File: config.mk
export PLATFORM = sky130hd
export DESIGN_NAME = mem_port_scheduler
export DESIGN_NICKNAME = d
export VERILOG_FILES = /design/src/rtl/mem_port_scheduler.sv
export SDC_FILE = /design/constraint.sdc
export NUM_CORES = 1
export LEC_CHECK = 0
export ABC_AREA = 1
export CORE_AREA = 2 2 272 274
export DETAILED_ROUTE_END_ITERATION = 8
export DIE_AREA = 0 0 274 276
export GPL_TIMING_DRIVEN = 0
export PLACE_DENSITY = 0.47
export SYNTH_ARGS = -nofsm -noshare
export SYNTH_HDL_FRONTEND = slang
export SYNTH_SLANG_ARGS = --single-unit
File: constraint.sdc
create_clock -name clk -period 6.8 [get_ports clk]
set_input_delay 1.7 -clock clk [delete_from_list [all_inputs] [get_ports clk]]
set_output_delay 1.7 -clock clk [all_outputs]
set_load 0.02 [all_outputs]
File: src/rtl/mem_port_scheduler.sv
// Memory port scheduler: a store buffer and a single held load share one
// memory port. Full buffers drain first, then loads that do not alias a
// buffered store, then any remaining stores. The strobes mem_valid and
// ld_resp_valid are registered one-cycle pulses. The other memory and
// response outputs are registered and keep their last value.
//
// state   | meaning
// --------+--------------------------------------------------------------
// IDLE    | arbitrate between the store buffer head and the held load
// ST_WAIT | store in flight, latency counter running down to zero
// LD_WAIT | load in flight, waiting for mem_valid_out
// LD_RESP | response pulse cycle, holding register released at its end
`timescale 1ns/1ps
module mem_port_scheduler #(
  parameter int MEM_LATENCY = 3,
  parameter int SB_DEPTH    = 4
) (
  input  logic        clk,
  input  logic        reset,
  input  logic        st_valid,
  output logic        st_ready,
  input  logic [31:0] st_addr,
  input  logic [31:0] st_data,
  input  logic        st_BMS,
  input  logic        ld_valid,
  output logic        ld_ready,
  input  logic [31:0] ld_addr,
  input  logic        ld_BMS,
  input  logic [5:0]  ld_tag,
  output logic [31:0] mem_address,
  output logic [31:0] mem_store_value,
  output logic        mem_BMS,
  output logic        mem_LS,
  output logic        mem_valid,
  input  logic [31:0] mem_load_value_out,
  input  logic        mem_valid_out,
  output logic        ld_resp_valid,
  output logic [5:0]  ld_resp_tag,
  output logic [31:0] ld_resp_value,
  output logic        busy
);

  localparam int PW   = (SB_DEPTH > 1) ? $clog2(SB_DEPTH) : 1;
  localparam int CNTW = PW + 1;
  localparam int CW   = (MEM_LATENCY > 1) ? $clog2(MEM_LATENCY) : 1;

  typedef enum logic [1:0] {IDLE, ST_WAIT, LD_WAIT, LD_RESP} state_t;

  state_t          state, state_nxt;
  logic [CW-1:0]   wait_cnt;

  logic [31:0]     sb_addr [SB_DEPTH];
  logic [31:0]     sb_data [SB_DEPTH];
  logic            sb_bms  [SB_DEPTH];
  logic [PW-1:0]   wr_ptr, rd_ptr;
  logic [CNTW-1:0] sb_count;
  logic            sb_full;

  logic            ld_held;
  logic [31:0]     ld_addr_q;
  logic            ld_bms_q;
  logic [5:0]      ld_tag_q;

  logic            st_push, ld_accept, hazard;
  logic            issue_st, issue_ld, ld_capture, ld_done;

  // Handshakes come from registered state only, so a same-cycle pop or
  // response never opens the input early.
  assign st_ready  = (sb_count < CNTW'(SB_DEPTH));
  assign ld_ready  = ~ld_held;
  assign st_push   = st_valid & st_ready;
  assign ld_accept = ld_valid & ld_ready;
  assign sb_full   = (sb_count == CNTW'(SB_DEPTH));
  assign busy      = (state != IDLE) | (sb_count != '0) | ld_held;

  // A held load aliases any live buffer entry on the same 32-bit word.
  always_comb begin
    hazard = 1'b0;
    for (int i = 0; i < SB_DEPTH; i++) begin
      if ((CNTW'(i) < sb_count) &&
          (sb_addr[rd_ptr + PW'(i)][31:2] == ld_addr_q[31:2]))
        hazard = 1'b1;
    end
  end

  // State register.
  always_ff @(posedge clk or posedge reset) begin
    if (reset) state <= IDLE;
    else       state <= state_nxt;
  end

  // Next-state logic and issue/response decisions.
  always_comb begin
    state_nxt  = state;
    issue_st   = 1'b0;
    issue_ld   = 1'b0;
    ld_capture = 1'b0;
    ld_done    = 1'b0;
    case (state)
      IDLE: begin
        if (sb_full) begin
          issue_st  = 1'b1;
          state_nxt = ST_WAIT;
        end else if (ld_held && !hazard) begin
          issue_ld  = 1'b1;
          state_nxt = LD_WAIT;
        end else if (sb_count != '0) begin
          issue_st  = 1'b1;
          state_nxt = ST_WAIT;
        end
      end
      ST_WAIT: if (wait_cnt == '0) state_nxt = IDLE;
      LD_WAIT: begin
        if (mem_valid_out) begin
          ld_capture = 1'b1;
          state_nxt  = LD_RESP;
        end
      end
      LD_RESP: begin
        ld_done   = 1'b1;
        state_nxt = IDLE;
      end
      default: state_nxt = IDLE;
    endcase
  end

  // Store latency down-counter, reloaded on every store issue.
  always_ff @(posedge clk or posedge reset) begin
    if (reset)                                   wait_cnt <= '0;
    else if (issue_st)                           wait_cnt <= CW'(MEM_LATENCY - 1);
    else if (state == ST_WAIT && wait_cnt != '0) wait_cnt <= wait_cnt - 1'b1;
  end

  // Buffer payload; validity is tracked by the count, so no reset needed.
  always_ff @(posedge clk) begin
    if (st_push) begin
      sb_addr[wr_ptr] <= st_addr;
      sb_data[wr_ptr] <= st_data;
      sb_bms[wr_ptr]  <= st_BMS;
    end
  end

  // Buffer pointers and occupancy; pointers wrap at the power-of-two depth.
  always_ff @(posedge clk or posedge reset) begin
    if (reset) begin
      wr_ptr   <= '0;
      rd_ptr   <= '0;
      sb_count <= '0;
    end else begin
      if (st_push)  wr_ptr <= wr_ptr + 1'b1;
      if (issue_st) rd_ptr <= rd_ptr + 1'b1;
      if (st_push && !issue_st)      sb_count <= sb_count + 1'b1;
      else if (!st_push && issue_st) sb_count <= sb_count - 1'b1;
    end
  end

  // Load holding register, released at the end of the response cycle.
  always_ff @(posedge clk or posedge reset) begin
    if (reset) begin
      ld_held   <= 1'b0;
      ld_addr_q <= '0;
      ld_bms_q  <= 1'b0;
      ld_tag_q  <= '0;
    end else if (ld_done) begin
      ld_held <= 1'b0;
    end else if (ld_accept) begin
      ld_held   <= 1'b1;
      ld_addr_q <= ld_addr;
      ld_bms_q  <= ld_BMS;
      ld_tag_q  <= ld_tag;
    end
  end

  // Registered memory-side outputs; strobe pulses for the issue cycle only.
  always_ff @(posedge clk or posedge reset) begin
    if (reset) begin
      mem_valid       <= 1'b0;
      mem_address     <= '0;
      mem_store_value <= '0;
      mem_BMS         <= 1'b0;
      mem_LS          <= 1'b0;
    end else begin
      mem_valid <= issue_st | issue_ld;
      if (issue_st) begin
        mem_address     <= sb_addr[rd_ptr];
        mem_store_value <= sb_data[rd_ptr];
        mem_BMS         <= sb_bms[rd_ptr];
        mem_LS          <= 1'b0;
      end else if (issue_ld) begin
        mem_address <= ld_addr_q;
        mem_BMS     <= ld_bms_q;
        mem_LS      <= 1'b1;
      end
    end
  end

  // Registered load response; byte loads are zero-extended from bits [7:0].
  always_ff @(posedge clk or posedge reset) begin
    if (reset) begin
      ld_resp_valid <= 1'b0;
      ld_resp_tag   <= '0;
      ld_resp_value <= '0;
    end else begin
      ld_resp_valid <= ld_capture;
      if (ld_capture) begin
        ld_resp_tag   <= ld_tag_q;
        ld_resp_value <= ld_bms_q ? {24'b0, mem_load_value_out[7:0]}
                                  : mem_load_value_out;
      end
    end
  end

endmodule

==> flow_metrics.env, run 1 <==
export IMPL_outcome="complete, no violations"
export IMPL_fin_util_pct=36.2
export IMPL_powerDensity_mw_per_mm2=550
export IMPL_clk_path_buf_depth=3
export IMPL_antenna_found_initial=3
export IMPL_rows=99
export IMPL_synth_most_common_cell="nand2_1"
export IMPL_clock_power_share_pct=16.9
export IMPL_cts_root_buffer="clkbuf_16"
export IMPL_slowest_stage="clkbuf_1"
export IMPL_holdPathStages=2
export IMPL_die_w_um=274
export IMPL_yosys_area_top_type_share_pct=37.4
export IMPL_clock_latency_ns=0.64
export IMPL_rr_worst_depth=21
export IMPL_dp_hpwl_um=71000
export IMPL_r2r_start="rd_ptr[1]"
export IMPL_finalCritPeriodShare_pct=70.7
export IMPL_path_cells="buf_4, clkbuf_1, nand3_1, nand2_1, nand2_1, nand4_1, nor2_1, nand2_1, nor2_1, nand2_1, nand3_1, nor2_1, nand2_2, nand2_2, buf_6, buf_4, ha_1, nor2_1, o21ai_0, xor2_1, inv_1"
export IMPL_htree_levels=2
export IMPL_synth_edf_count=260
export IMPL_cts_tree="built"
export IMPL_fillers=7500
export IMPL_path_clk_slew_ns=0.06
export IMPL_async_flop_share_pct=37.6
export IMPL_worstSetupPathType="reg2reg"
export IMPL_cts_resized=0
export IMPL_ys_top_cells_by_count="nand2_1, nand3_1, edfxtp_1"
export IMPL_combPwrFrac_pct=55.7
export IMPL_tightest_slew_ns=1.31
export IMPL_maxSlewHeadroom_pct=12.4
export IMPL_die_area_sq_mm=0.0756
export IMPL_grt_total_usage_pct=24.4
export IMPL_gr_total_overflow=0
export IMPL_maxCapViolations=0
export IMPL_placed_cells=3775
export IMPL_ir_drop_v=0.000346
export IMPL_grt_max_degree=82
export IMPL_avgRoutedWirePerCell_um=24.3
export IMPL_io_buffer_count=249
export IMPL_cts_buffers=46
export IMPL_gp_congestion=1.03
export IMPL_drtIter0Drc=2164
export IMPL_cp_max_fo=10
export IMPL_finClkSkew_ns=0.0640
export IMPL_synth_fp_nets=2709
export IMPL_grt_pass1_vias=18600
export IMPL_synth_area_leader_cell="edfxtp_1"
export IMPL_nets=3015
export IMPL_cts_hold_buf=0
export IMPL_reg2reg_slack_ns=1.99
export IMPL_rsz0062_at_grt="no"
export IMPL_final_max_slew_violation_count=0
export IMPL_wl_um=93900
export IMPL_startpoint_type="register"
export IMPL_hold_path_class="reg2reg"
export IMPL_ios=250
export IMPL_ys_ff_latch=417
export IMPL_p_switching_uw=7380
export IMPL_dr_total_vias=19400
export IMPL_min_delay_start="ld_tag_q[5]"
export IMPL_setup_viol=0
export IMPL_drc=0
export IMPL_cpPeakStageDelay_ns=0.99
export IMPL_seqPwrFrac_pct=27.3
export IMPL_ys_flop_type="edfxtp_1"
export IMPL_syn_avg_cell_area_sq_um=8.16
export IMPL_synthesis_area_sq_mm=0.0209
export IMPL_p_int_uw=7060
export IMPL_period_minus_slack_ns=4.81
export IMPL_syn_inst=2558
export IMPL_area_delta_synth_final_pct=25.8
export IMPL_vias_per_cell=5.03
export IMPL_drive_gt1_share_pct=5.24
export IMPL_cp_top_family="simple AND/OR/NAND/NOR gates"
export IMPL_die_h_um=276
export IMPL_grt_pass1_wl_um=133000
export IMPL_initial_utilization_pct=28.7
export IMPL_stdcell_count=3860
export IMPL_yosysWarningCount=0
export IMPL_hold_viol_final=0
export IMPL_critical_path_required_ns=7.30
export IMPL_n_antenna_cell=0
export IMPL_cts_setup_buffers=0
export IMPL_first_pass_iters=8
export IMPL_core_area_sq_mm=0.0726
export IMPL_yosysSeqAreaShare_pct=56.3
export IMPL_clock_sinks=417
export IMPL_worstPathArrival_ns=5.31
export IMPL_leakagePower_uw=0.0116
export IMPL_synth_cell_type_count=28
export IMPL_swShare_pct=51.1
export IMPL_synthTopCellsByArea="edfxtp_1, nand2_1, dfrtp_1, nand3_1, inv_1"
export IMPL_fmax_mhz=208
export IMPL_r2r_end="sb_count[2]"
export IMPL_critPathCaptureType="register"
export IMPL_ant_nets=0
export IMPL_cp_buffers_inverters=5
export IMPL_hold_end="ld_resp_tag[5]"
how the worst max path moves through the flow:
| stage | startpoint | endpoint | slack, ns | depth (start not counted) |
|---|---|---|---|---|
| final | rd_ptr[1] | sb_count[2] | 1.99 | 21 |
| after global routing | rd_ptr[0] | sb_count[2] | 1.73 | 22 |
| after CTS | rd_ptr[1] | sb_count[2] | 2.07 | 21 |
| after detailed placement | rd_ptr[1] | sb_count[2] | 2.08 | 21 |
| after global placement | reset | mem_address[15] | -1.93 | 2 |
| after floorplan | reset | ld_addr_q[0] | 0.87 | 1 |
power groups by stage:
stage / sequential (uW) / combinational, uW / clock [uW]
after floorplan: 4100 / 4150 / 0
after global placement: 4010 / 7830 / 0
after detailed placement: 3960 / 7900 / 0
after CTS: 3930 / 7920 / 2510
after global routing: 4000 / 8620 / 2620
final: 3950 / 8050 / 2450
cell type report:
type | instances | area, sq um | area share [%]
Sequential cell | 417 | 11700 | 44.7
Clock buffer | 69 | 1310 | 4.98
Buffer | 113 | 539 | 2.05
Inverter | 140 | 533 | 2.03
Clock inverter | 16 | 160 | 0.610
Tap cell | 959 | 1200 | 4.57
Multi-Input combinational cell | 1888 | 8090 | 30.8
Timing Repair Buffer | 258 | 2680 | 10.2
cells by family (layout without fill, tap and decap cells):
family | after synthesis | count (layout) | synth area share (%)
and+or+nand+nor | 1693 | 1693 | 33.2
DFF | 417 | 417 | 56.3
xor gates and xnor gates | 7 | 7 | 0.294
buffers and inverters | 253 | 596 | 5.10
adders and majority gates | 10 | 10 | 0.600
muxes | 6 | 6 | 0.324
AOI/OAI and AO/OA | 172 | 172 | 4.22
worst min-delay path: cells and delay by family (launching register included):
kind             cells  cell delay, ns
DFF                  1            0.34
and+or+nand+nor      2            0.10
sequential cells by signal (all words and copies together), names as in the netlist, 2 cells and up:
signal           flops
wr_ptr               2
ld_resp_value       32
ld_addr_q           32
sb_bms               4
mem_store_value     32
ld_resp_tag          6
state                2
sb_count             3
ld_tag_q             6
mem_address         32
sb_addr            128
rd_ptr               2
wait_cnt             2
sb_data            128
per-stage QoR:
| stage | worst slack [ns] | power [uW] | cell area [sq um] | hold slack, ns | setup TNS, ns |
|---|---|---|---|---|---|
| 6_report | 1.99 | 14400 | 26200 | 0.468 | 0 |
| 5_1_grt | 1.73 | 15200 | 26200 | 0.495 | 0 |
| 4_1_cts | 2.07 | 14400 | 26200 | 0.477 | 0 |
| 3_5_place_dp | 2.08 | 11900 | 24800 | 0.460 | 0 |
| 3_3_place_gp | -1.93 | 11800 | 24600 | 0.448 | -653.34 |
| 2_1_floorplan | 0.865 | 8250 | 20900 | 0.436 | 0 |
cells in the final DEF, fill, tap and decap left out, types with 4 or more instances in the layout:
cell	count
mux2_2	6
buf_12	8
clkbuf_16	46
xor2_1	6
edfxtp_1	260
nor2_1	128
clkinv_2	5
ha_1	10
clkbuf_1	64
nor2_4	4
nand2_1	1125
clkinv_1	8
clkdlybuf4s50_1	249
a21oi_1	73
clkbuf_8	7
buf_1	4
o21ai_1	33
nand4_1	15
buf_2	50
dfrtp_1	157
buf_4	8
o21ai_0	60
inv_1	134
nand3_1	415
routing by layer:
layer  global-route usage (%)  vias up  share of wire (%)
li1                         -     9021                  -
met1                     34.0     9284                 43
met2                     37.7      918                 44
met3                     4.36      184                8.2
met4                     8.97        4                4.1
met5                        0        -              0.032
Note: power is estimated with default switching activity, not from simulation.
==> run 2, diff against run 1 <==
clock period = 4.75 ns   (was 6.8 ns; I/O delays follow)
==> flow_metrics.env, run 2 (same netlist as run 1, synthesis figures left out) <==
export IMPL_outcome="complete, no violations"
export IMPL_ant_nets=0
export IMPL_cts_root_buffer="clkbuf_16"
export IMPL_hold_path_class="reg2reg"
export IMPL_grt_max_degree=41
export IMPL_ios=250
export IMPL_htree_levels=2
export IMPL_tightest_slew_ns=1.08
export IMPL_ir_drop_v=0.000568
export IMPL_multiInputGateArea_sq_mm=0.00809
export IMPL_first_pass_iters=6
export IMPL_met1Wirelength_um=43200
export IMPL_final_common_cell="nand2_1"
export IMPL_finClkSkew_ns=0.0502
export IMPL_nets=3020
export IMPL_final_max_slew_violation_count=0
export IMPL_grt_pass1_vias=18800
export IMPL_die_w_um=274
export IMPL_rows=99
export IMPL_critical_path_required_ns=5.24
export IMPL_period_minus_slack_ns=4.66
export IMPL_maxSlewHeadroom_pct=27.8
export IMPL_clock_sinks=417
export IMPL_clk_path_buf_depth=3
export IMPL_reg_top3="sb_addr x128, sb_data x128"
export IMPL_vias_per_cell=5.07
export IMPL_placed_cells=3781
export IMPL_wl_met2_um=43100
export IMPL_powerDensity_mw_per_mm2=795
export IMPL_startpoint_type="register"
export IMPL_grt_pass1_wl_um=137000
export IMPL_maxCapViolations=0
export IMPL_gr_total_overflow=0
export IMPL_antenna_found_initial=6
export IMPL_fmax_mhz=215
export IMPL_dp_hpwl_um=73800
export IMPL_cp_max_fo=10
export IMPL_drc=0
export IMPL_final_cell_mix="nand2_1, nand3_1, edfxtp_1, clkdlybuf4s50_1, dfrtp_1"
export IMPL_drtIter0Drc=2348
export IMPL_setup_viol=0
export IMPL_routed_top_layer="met5"
export IMPL_wl_um=97600
export IMPL_rsz0062_at_grt="no"
export IMPL_cts_tree="built"
export IMPL_cts_resized=5
export IMPL_worstPathArrival_ns=5.15
export IMPL_grt_total_usage_pct=25.4
export IMPL_critPathCaptureType="register"
export IMPL_cts_buffers=45
export IMPL_cts_setup_buffers=0
export IMPL_path_clk_slew_ns=0.06
export IMPL_avgRoutedWirePerCell_um=25.2
export IMPL_hold_viol_final=0
export IMPL_seq_area_sq_mm=0.0117
export IMPL_worstSetupPathType="reg2reg"
export IMPL_drive_gt1_share_pct=5.95
export IMPL_cts_hold_buf=0
export IMPL_fillers=7495
export IMPL_core_area_sq_mm=0.0726
export IMPL_finalCritPeriodShare_pct=98.1
export IMPL_stdcell_count=3866
export IMPL_initial_utilization_pct=28.7
export IMPL_tns_ns=0
export IMPL_die_area_sq_mm=0.0756
export IMPL_die_h_um=276
export IMPL_wl_met3_um=7410
export IMPL_leakagePower_uw=0.0117
export IMPL_dr_total_vias=19600
export IMPL_gp_congestion=1.01
export IMPL_clock_latency_ns=0.63
export IMPL_io_buffer_count=249
export IMPL_area_delta_synth_final_pct=26.7
## run 2: cell types whose count changed in the layout (fill, tap and decap cells not counted), sizes merged
cell           previous run  this run
bufinv                    1         3
clkbuf                  117       111
clkdlybuf4s15             0         1
clkdlybuf4s18             0         1
clkinv                   14        20
clkinvlp                  1         3
diode                     0         1
inv                     140       139
## run 2: area by class of cell
class | count | area share, %
tap | 959 | 4.54
clock inverter | 25 | 1.04
buffer | 113 | 2.20
inverter | 140 | 2.00
multi-input combinational | 1888 | 30.6
sequential | 417 | 44.4
timing repair buffer | 264 | 10.7
clock buffer | 59 | 4.53
antenna | 1 | 0.00947
## run 2: per-stage QoR
stage	util [%]	hold WS, ns	instance area, sq um	power [uW]	worst slack (ns)
floorplan	-	0.436	20900	11800	0.204
global placement	33.8	0.445	24600	17200	-3.43
detailed placement	34.3	0.456	24900	17300	-0.103
CTS	36.4	0.472	26400	20900	0.0170
global route	36.4	0.497	26400	22200	0.00524
finish	36.4	0.468	26400	21000	0.0921
## run 2: worst paths after layout
path                                  start              end  slack, ns  cells after the start
max in group asynchronous             reset  mem_address[30]       2.81                      5
worst min-delay path            ld_tag_q[5]   ld_resp_tag[5]       0.47                      2
worst min register to register  ld_tag_q[5]   ld_resp_tag[5]       0.47                      2
worst max-delay path              rd_ptr[0]      sb_count[2]       0.09                     22
worst max register to register    rd_ptr[0]      sb_count[2]       0.09                     22
min in group asynchronous             reset        wr_ptr[1]       0.89                      2
## run 2: metal layers
| metal | GRT usage, % | vias up |
|---|---|---|
| met5 | 0 | - |
| met4 | 8.84 | 6 |
| met3 | 4.17 | 186 |
| met2 | 39.3 | 881 |
| met1 | 35.9 | 9478 |
| li1 | - | 9039 |
## run 2: critical path, cell delays in order, from the launching register on
cell and delay [ns]:
dfrtp_1 0.42, buf_2 0.39, buf_2 0.52, nand2_1 0.14, nand3_1 0.13, nand2_1 0.22, nand2_1 0.28, nand4_1 0.19
nor2_1 0.14, nand2_1 0.10, nor2_1 0.11, nand2_1 0.08, nand3_1 0.11, nor2_1 0.08, nand2_2 0.17, nand2_2 0.19
buf_6 0.26, buf_4 0.21, ha_1 0.34, nor2_1 0.11, o21ai_0 0.10, xor2_1 0.14, inv_1 0.05
## run 2: where the power goes
part / leakage (uW) / internal, uW / switching, uW / total (uW)
clock network: 0.000712 / 1970 / 1540 / 3510
logic: 0.00670 / 3330 / 8550 / 11900
registers: 0.00427 / 4860 / 765 / 5620
==> run 3, diff against run 2 <==
PLACE_DENSITY = unset   (was 0.47)
PLACE_DENSITY_LB_ADDON = 0.08   (was unset)
==> flow_metrics.env, run 3 (same netlist as run 1, synthesis figures left out) <==
export IMPL_outcome="complete, no violations"
export IMPL_cp_top_family="simple AND/OR/NAND/NOR gates"
export IMPL_path_clk_slew_ns=0.06
export IMPL_seq_area_sq_mm=0.0117
export IMPL_dr_total_vias=19400
export IMPL_cp_max_fo=10
export IMPL_startpoint_type="register"
export IMPL_grt_max_degree=41
export IMPL_hold_path_class="reg2reg"
export IMPL_drtIter0Drc=1967
export IMPL_drc=0
export IMPL_nets=3022
export IMPL_ios=250
export IMPL_gr_total_overflow=0
export IMPL_worstSetupPathType="reg2reg"
export IMPL_clk_path_buf_depth=3
export IMPL_cp_buffers_inverters=7
export IMPL_clock_latency_ns=0.63
export IMPL_io_buffer_count=249
export IMPL_fillers=7523
export IMPL_reg_top3="sb_addr x128, sb_data x128"
export IMPL_fin_util_pct=36.6
export IMPL_cts_buffers=48
export IMPL_fmax_mhz=218
export IMPL_fin_ws_ns=0.157
export IMPL_placed_cells=3780
export IMPL_cts_tree="built"
export IMPL_htree_levels=2
export IMPL_worstPathArrival_ns=5.08
export IMPL_grt_pass1_wl_um=136000
export IMPL_multiInputGateArea_sq_mm=0.00810
export IMPL_dp_hpwl_um=72700
export IMPL_area_delta_synth_final_pct=27.2
export IMPL_grt_total_usage_pct=25.2
export IMPL_vias_per_cell=5.03
export IMPL_rows=99
export IMPL_period_minus_slack_ns=4.59
export IMPL_tightest_slew_ns=1.03
export IMPL_core_area_sq_mm=0.0726
export IMPL_finalCritPeriodShare_pct=96.7
export IMPL_gp_congestion=0.995
export IMPL_antenna_found_initial=3
export IMPL_final_cell_mix="nand2_1, nand3_1, edfxtp_1, clkdlybuf4s50_1, dfrtp_1"
export IMPL_die_w_um=274
export IMPL_clock_sinks=417
export IMPL_cts_root_buffer="clkbuf_16"
export IMPL_ant_nets=0
export IMPL_cts_setup_buffers=0
export IMPL_drive_gt1_share_pct=6.36
export IMPL_finClkSkew_ns=0.0359
export IMPL_maxCapViolations=0
export IMPL_first_pass_iters=7
export IMPL_critical_path_required_ns=5.23
export IMPL_final_common_cell="nand2_1"
export IMPL_maxSlewHeadroom_pct=31.1
export IMPL_cpPeakStageDelay_ns=0.42
export IMPL_setup_viol=0
export IMPL_final_max_slew_violation_count=0
export IMPL_wl_um=96600
export IMPL_slowest_stage="dfrtp_1"
export IMPL_stdcell_count=3869
export IMPL_path_cells="inv_2, clkbuf_4, buf_4, nand2_1, nand3_1, nand3_1, nand4_1, nor2_1, nand2_1, nor2_1, nand2_1, nand3_1, nor2_1, nand2_2, nand2_2, buf_6, buf_4, ha_1, inv_1, o21ai_0, xor2_1, inv_1"
export IMPL_n_antenna_cell=0
export IMPL_hold_viol_final=0
export IMPL_avgRoutedWirePerCell_um=25.0
export IMPL_powerDensity_mw_per_mm2=796
export IMPL_die_area_sq_mm=0.0756
export IMPL_die_h_um=276
export IMPL_pre_cts_slack_ns=-0.182
export IMPL_ir_drop_v=0.000505
export IMPL_grt_pass1_vias=18800
export IMPL_initial_utilization_pct=28.7
export IMPL_critPathCaptureType="register"
export IMPL_leakagePower_uw=0.0117
## run 3: cell count changes in the layout (fill, tap and decap cells not counted), sizes merged
cell           delta
buf               -5
clkdlybuf4s18     -1
clkinv            -4
diode             -1
bufinv            -1
clkbuf           +16
inv               -1
## run 3: through the flow
stage / instance area (sq um) / hold WS [ns] / setup TNS (ns) / power (uW)
3_3_place_gp: 24600 / 0.445 / -898.68 / 17200
6_report: 26500 / 0.461 / 0 / 21100
4_1_cts: 26500 / 0.461 / 0 / 21000
5_1_grt: 26500 / 0.492 / -0.00260 / 22400
2_1_floorplan: 20900 / 0.436 / 0 / 11800
3_5_place_dp: 24900 / 0.448 / -0.182 / 17200
## run 3: path summary, 6_finish.rpt
kind                             start             endpoint  slack (ns)  cells after the start
setup / recovery             rd_ptr[0]          sb_count[2]        0.16                     22
hold / removal             ld_tag_q[1]       ld_resp_tag[1]        0.46                      2
setup reg to reg             rd_ptr[0]          sb_count[2]        0.16                     22
hold reg to reg            ld_tag_q[1]       ld_resp_tag[1]        0.46                      2
max in group asynchronous        reset      mem_address[23]        2.84                      4
min in group asynchronous        reset  mem_store_value[14]        1.03                      2
## run 3: layer usage
layer	track usage (%)	vias up	part of all wire [%]	wire (um)
li1	-	9034	-	-
met1	34.5	9331	43	41700
met2	39.2	896	45	43000
met3	5.44	180	8.4	8150
met4	8.71	6	3.8	3660
met5	0	-	0.033	32
## run 3: power breakdown
group / leakage [uW] / total [uW] / switching (uW) / internal [uW]
Clock: 0.000770 / 3710 / 1570 / 2130
Sequential: 0.00427 / 5610 / 747 / 4860
Combinational: 0.00670 / 11800 / 8480 / 3340
Total: 0.0117 / 21100 / 10800 / 10300
## run 3: what timing repair did
action                     in CTS  in global routing
hold buffers                    0                  0
resized for setup               8                 49
setup endpoints to repair       1                  3
pin swaps                       0                  0
## run 3: area by class of cell
class	instances	area share (%)
timing repair buffer	263	10.5
inverter	140	1.99
tap	959	4.52
sequential	417	44.2
buffer	113	2.24
clock inverter	19	0.801
multi-input combinational	1888	30.5
clock buffer	70	5.18
## run 3: tightest hold or removal path: stages (launching register included)
cell	delay (ns)
dfrtp_1	0.33
nand2_1	0.05
nand2_1	0.05
